`src/rtl/reg_bank_wr_arbiter.sv`:
```
// Round-robin write-port arbiter for the register bank.
// Four requesters compete for the single write port; the winner's data goes onto
// the shared reg_d bus and its target register gets a one-cycle enable, unless
// that register is write-protected, in which case the write is dropped and err
// pulses alongside ack. Every output is driven straight from a flop.
module reg_bank_wr_arbiter #(
  parameter int unsigned DATA_W = 16,
  parameter int unsigned ADDR_W = 3
) (
  input  logic                     clk,
  input  logic                     reset,
  input  logic [3:0]               req,
  input  logic [4*ADDR_W-1:0]      req_addr,
  input  logic [4*DATA_W-1:0]      req_data,
  input  logic [(2**ADDR_W)-1:0]   wp_mask,
  output logic [3:0]               ack,
  output logic                     err,
  output logic [(2**ADDR_W)-1:0]   reg_en,
  output logic [DATA_W-1:0]        reg_d,
  output logic                     busy
);

  localparam int unsigned NREG = 2 ** ADDR_W;
  localparam logic [NREG-1:0] EnLsb = {{(NREG - 1){1'b0}}, 1'b1};

  typedef enum logic [0:0] {StIdle, StWrite} state_e;

  state_e              state_q, state_d;
  logic [1:0]          ptr_q, ptr_d;
  logic [3:0]          ack_q, ack_d;
  logic                err_q, err_d;
  logic [NREG-1:0]     reg_en_q, reg_en_d;
  logic [DATA_W-1:0]   reg_d_q, reg_d_d;

  logic [1:0]          cand;
  logic [1:0]          win;
  logic                found;
  logic [ADDR_W-1:0]   win_addr;
  logic [DATA_W-1:0]   win_data;

  // Round-robin scan starting at ptr_q; first requester found wins.
  always_comb begin
    cand  = '0;
    win   = '0;
    found = 1'b0;
    for (int k = 0; k < 4; k++) begin
      cand = ptr_q + 2'(k);
      if (!found && req[cand]) begin
        found = 1'b1;
        win   = cand;
      end
    end
    win_addr = req_addr[int'(win)*ADDR_W +: ADDR_W];
    win_data = req_data[int'(win)*DATA_W +: DATA_W];
  end

  // Next-state: grant in IDLE, single WRITE cycle clears the pulses.
  always_comb begin
    state_d  = state_q;
    ptr_d    = ptr_q;
    ack_d    = '0;
    err_d    = 1'b0;
    reg_en_d = '0;
    reg_d_d  = reg_d_q;
    unique case (state_q)
      StIdle: begin
        if (found) begin
          state_d = StWrite;
          ack_d   = 4'b0001 << win;
          reg_d_d = win_data;
          ptr_d   = win + 2'd1;
          if (wp_mask[win_addr]) begin
            err_d = 1'b1;
          end else begin
            reg_en_d = EnLsb << win_addr;
          end
        end
      end
      StWrite: begin
        // reg_d is held so the bank captures it at the edge ending this cycle.
        state_d = StIdle;
      end
      default: state_d = StIdle;
    endcase
  end

  // State and registered outputs; synchronous reset aborts any in-flight write.
  always_ff @(posedge clk) begin
    if (reset) begin
      state_q  <= StIdle;
      ptr_q    <= '0;
      ack_q    <= '0;
      err_q    <= 1'b0;
      reg_en_q <= '0;
      reg_d_q  <= '0;
    end else begin
      state_q  <= state_d;
      ptr_q    <= ptr_d;
      ack_q    <= ack_d;
      err_q    <= err_d;
      reg_en_q <= reg_en_d;
      reg_d_q  <= reg_d_d;
    end
  end

  assign ack    = ack_q;
  assign err    = err_q;
  assign reg_en = reg_en_q;
  assign reg_d  = reg_d_q;
  assign busy   = (state_q == StWrite);

endmodule
```
`config.mk`:
```
export PLATFORM = sky130hd
export DESIGN_NAME = reg_bank_wr_arbiter
export DESIGN_NICKNAME = d
export VERILOG_FILES = /design/src/rtl/reg_bank_wr_arbiter.sv
export SDC_FILE = /design/constraint.sdc
export NUM_CORES = 1
export LEC_CHECK = 0
export ABC_AREA = 0
export CELL_PAD_IN_SITES_DETAIL_PLACEMENT = 1
export CELL_PAD_IN_SITES_GLOBAL_PLACEMENT = 1
export CORE_ASPECT_RATIO = 1.2
export CORE_UTILIZATION = 26
export DETAILED_ROUTE_END_ITERATION = 8
export PLACE_DENSITY = 0.85
export SYNTH_ARGS = -nofsm -noshare
export SYNTH_HDL_FRONTEND = slang
export SYNTH_SLANG_ARGS = --single-unit
export TNS_END_PERCENT = 20
```
`constraint.sdc`:
```
create_clock -name clk -period 3.75 [get_ports clk]
set_clock_uncertainty 0.05 [all_clocks]
set_input_delay 0.375 -clock clk [delete_from_list [all_inputs] [get_ports clk]]
set_output_delay 0.375 -clock clk [all_outputs]
set_load 0.02 [all_outputs]
```
==> results_dict.tcl <==
set metrics [dict create \
    start_util 0.274 \
    worst_slack_ns 0.741 \
    grt_max_degree 36 \
    avgSynthCellArea_um2 7.08 \
    grt_first_pass_wirelength_mm 11.5 \
    fin_tns_setup_ns 0 \
    die-area_um2 7650 \
    post_cts_buffers 0 \
    grt_setup_unrepaired "false" \
    fillCellCount 858 \
    preCtsSetupSlack_ns 0.459 \
    via_per_inst 4.93 \
    drt-pass1-iter-count 4 \
    clk_latency_ns 0.28 \
    totalWireLength_mm 7.16 \
    drive_above_1_share 0.0757 \
    syn_area_um2 1900 \
    overflow 0 \
    crit_arrival_ns 3.16 \
    endpoint_kind "flop" \
    max_cap_violations 0 \
    cts_tree "done" \
    detail_route.iter0.violations 57 \
    portBuffers 119 \
    grt_pass1_vias 2383 \
    yosysSeqAreaShare 0.338 \
    cp_max_fo 22 \
    die_y_um 95.6 \
    p_sw_uw 422 \
    yosys_warnings 0 \
    hold_buffers 0 \
    antenna_found_initial 0 \
    r2r_slack_ns 0.88 \
    max_freq_mhz 332 \
    gp_congestion 0.815 \
    path_class "input pin to flop" \
    period_minus_slack_ns 3.01 \
    syn2layout_area_growth_pct 73.6 \
    core.rowCount 33 \
    worst-slew-pin-transition_ns 0.601 \
    cts_max_level 2 \
    ys_ff_latch 32 \
    clock_path_buffers 2 \
    slew_headroom 0.599 \
    nets 472 \
    ys_types 39 \
    numCtsBuffers 5 \
    start_kind "input pin" \
    avgRoutedWirePerCell_um 15.2 \
    finalSetupViolations 0 \
    hpwl_mm 5.53 \
    power_uw 1240 \
    cts-resized-gates 0 \
    hold_viol_final 0 \
    leakage_uw 0.00128 \
    worst_r2r_path_depth 6 \
    core_um2 6940 \
    grt_use_total 0.196 \
    vias 2315 \
    crit_required_ns 3.90 \
    timing.rr.end "reg_en[2]$_SDFF_PP0_" \
    rr_startpoint "ptr_q[1]$_SDFFE_PP0P_" \
    status "finished clean" \
    p_int_uw 820 \
    ys.flop_type "dfxtp_1" \
    peakVddDrop_v 0.000157 \
    async_flop_share 0 \
    seqPwrFrac 0.319 \
    combPwrFrac 0.417 \
    crit_start "req[1]" \
    min_path_type "flop to flop" \
    io_pins 120 \
    drc 0 \
    clkPwrFrac 0.265 \
    syn-num-nets 358 \
    period_share 0.802 \
    cts.sinks 32 \
    synth-edff-count 0 \
    die_w_um 80.0 \
    syn-instance-count 268 \
    swShare 0.340 \
    endpoint "reg_en[2]$_SDFF_PP0_" \
    antenna_cells 0 \
    final_antenna_net_count 0 \
    powerDensity_nw_per_um2 377 \
    clock-root-buffer "clkbuf_8" \
    maxSlewViolCount 0 \
    path_clk_slew_ns 0.07 \
]
critical path, cell delays in order:
cell	delay, ns
clkdlybuf4s50_1	0.54
a21boi_1	0.35
o221a_2	0.65
mux2i_2	0.40
mux2i_2	0.18
a2111oi_4	0.40
nor4b_2	0.25
power by group through the flow:
stage	sequential [µW]	combinational (µW)	clock (µW)
floorplan	440	249	0
global placement	402	509	0
detailed placement	404	521	0
CTS	397	524	337
global route	401	568	351
finish	396	518	329
Yosys cell counts, types with 2 or more instances:
cell type  count  area, µm²
inv_1          6       22.5
buf_2          3       15.0
nand3_1       50        250
mux2i_2        3       41.3
nand2b_1       5       31.3
nor4_2         2       25.0
nor3_1         6       30.0
nor2_1         9       33.8
clkbuf_1      13       48.8
nor4_1         4       25.0
mux2i_1        4       40.0
dfxtp_1       32        641
a21oi_1       17       85.1
nand2_1       88        330
and3_1         2       12.5
logic make-up after synthesis:
family	Yosys count	synth area share
flip-flops	32	0.338
AO/OA/AOI/OAI	32	0.137
buffers and inverters	24	0.0534
AND/OR/NAND/NOR	171	0.411
multiplexers	9	0.0606
worst min path at each step:
stage                            from                     end  slack, ns  cells past startpoint
4_1_cts        reg_d[15]$_SDFFE_PP0P_  reg_d[15]$_SDFFE_PP0P_       0.41                      2
3_3_place_gp    reg_d[1]$_SDFFE_PP0P_   reg_d[1]$_SDFFE_PP0P_       0.39                      2
5_1_grt        reg_d[15]$_SDFFE_PP0P_  reg_d[15]$_SDFFE_PP0P_       0.43                      2
6_report        reg_d[8]$_SDFFE_PP0P_   reg_d[8]$_SDFFE_PP0P_       0.41                      2
2_1_floorplan              wp_mask[1]    reg_en[1]$_SDFF_PP0_       0.40                      1
3_5_place_dp   reg_d[15]$_SDFFE_PP0P_  reg_d[15]$_SDFFE_PP0P_       0.40                      2
per-layer routing:
layer | global-route usage | vias up | wire length, µm | share of wire
met5 | 0 | - | 0 | 0
li1 | - | 1153 | - | -
met3 | 0.0316 | 9 | 378 | 0.053
met1 | 0.224 | 1073 | 2990 | 0.42
met4 | 0.0580 | 0 | 93 | 0.013
met2 | 0.368 | 80 | 3700 | 0.52
layout make-up:
cell class,instances,area [µm²],area share
Timing Repair Buffer,125,1240,0.375
Clock buffer,5,68.8,0.0209
Sequential cell,32,641,0.194
Inverter,6,22.5,0.00683
Clock inverter,3,42.5,0.0129
Multi-Input combinational cell,212,1180,0.357
Tap cell,87,109,0.0330
state kept, by name (all words and copies together) (netlist names):
signal and flops:
reg_en 8, busy 1, reg_d 16, ack 4
ptr_q 2, err 1
through the flow:
stage	cell area (µm²)	util	hold WS, ns	instances
after floorplan	1900	-	0.403	268
after global placement	3180	0.459	0.392	462
after detailed placement	3180	0.459	0.398	462
after CTS	3300	0.475	0.409	470
after global routing	3300	0.475	0.435	470
final	3300	0.475	0.406	470
layout by cell type, fill, tap and decap left out, drive strengths merged, types with 2 or more instances in the layout:
cell type	instances
a211oi	2
mux2i	8
and3	2
a21oi	17
nor2	9
dfxtp	32
nor4	6
nor3	6
nand3	50
nand2	88
clkbuf	5
a2111oi	2
nand2b	5
inv	6
clkdlybuf4s50	119
or2	2
buf	6
Power figures use the tool's default switching activity.
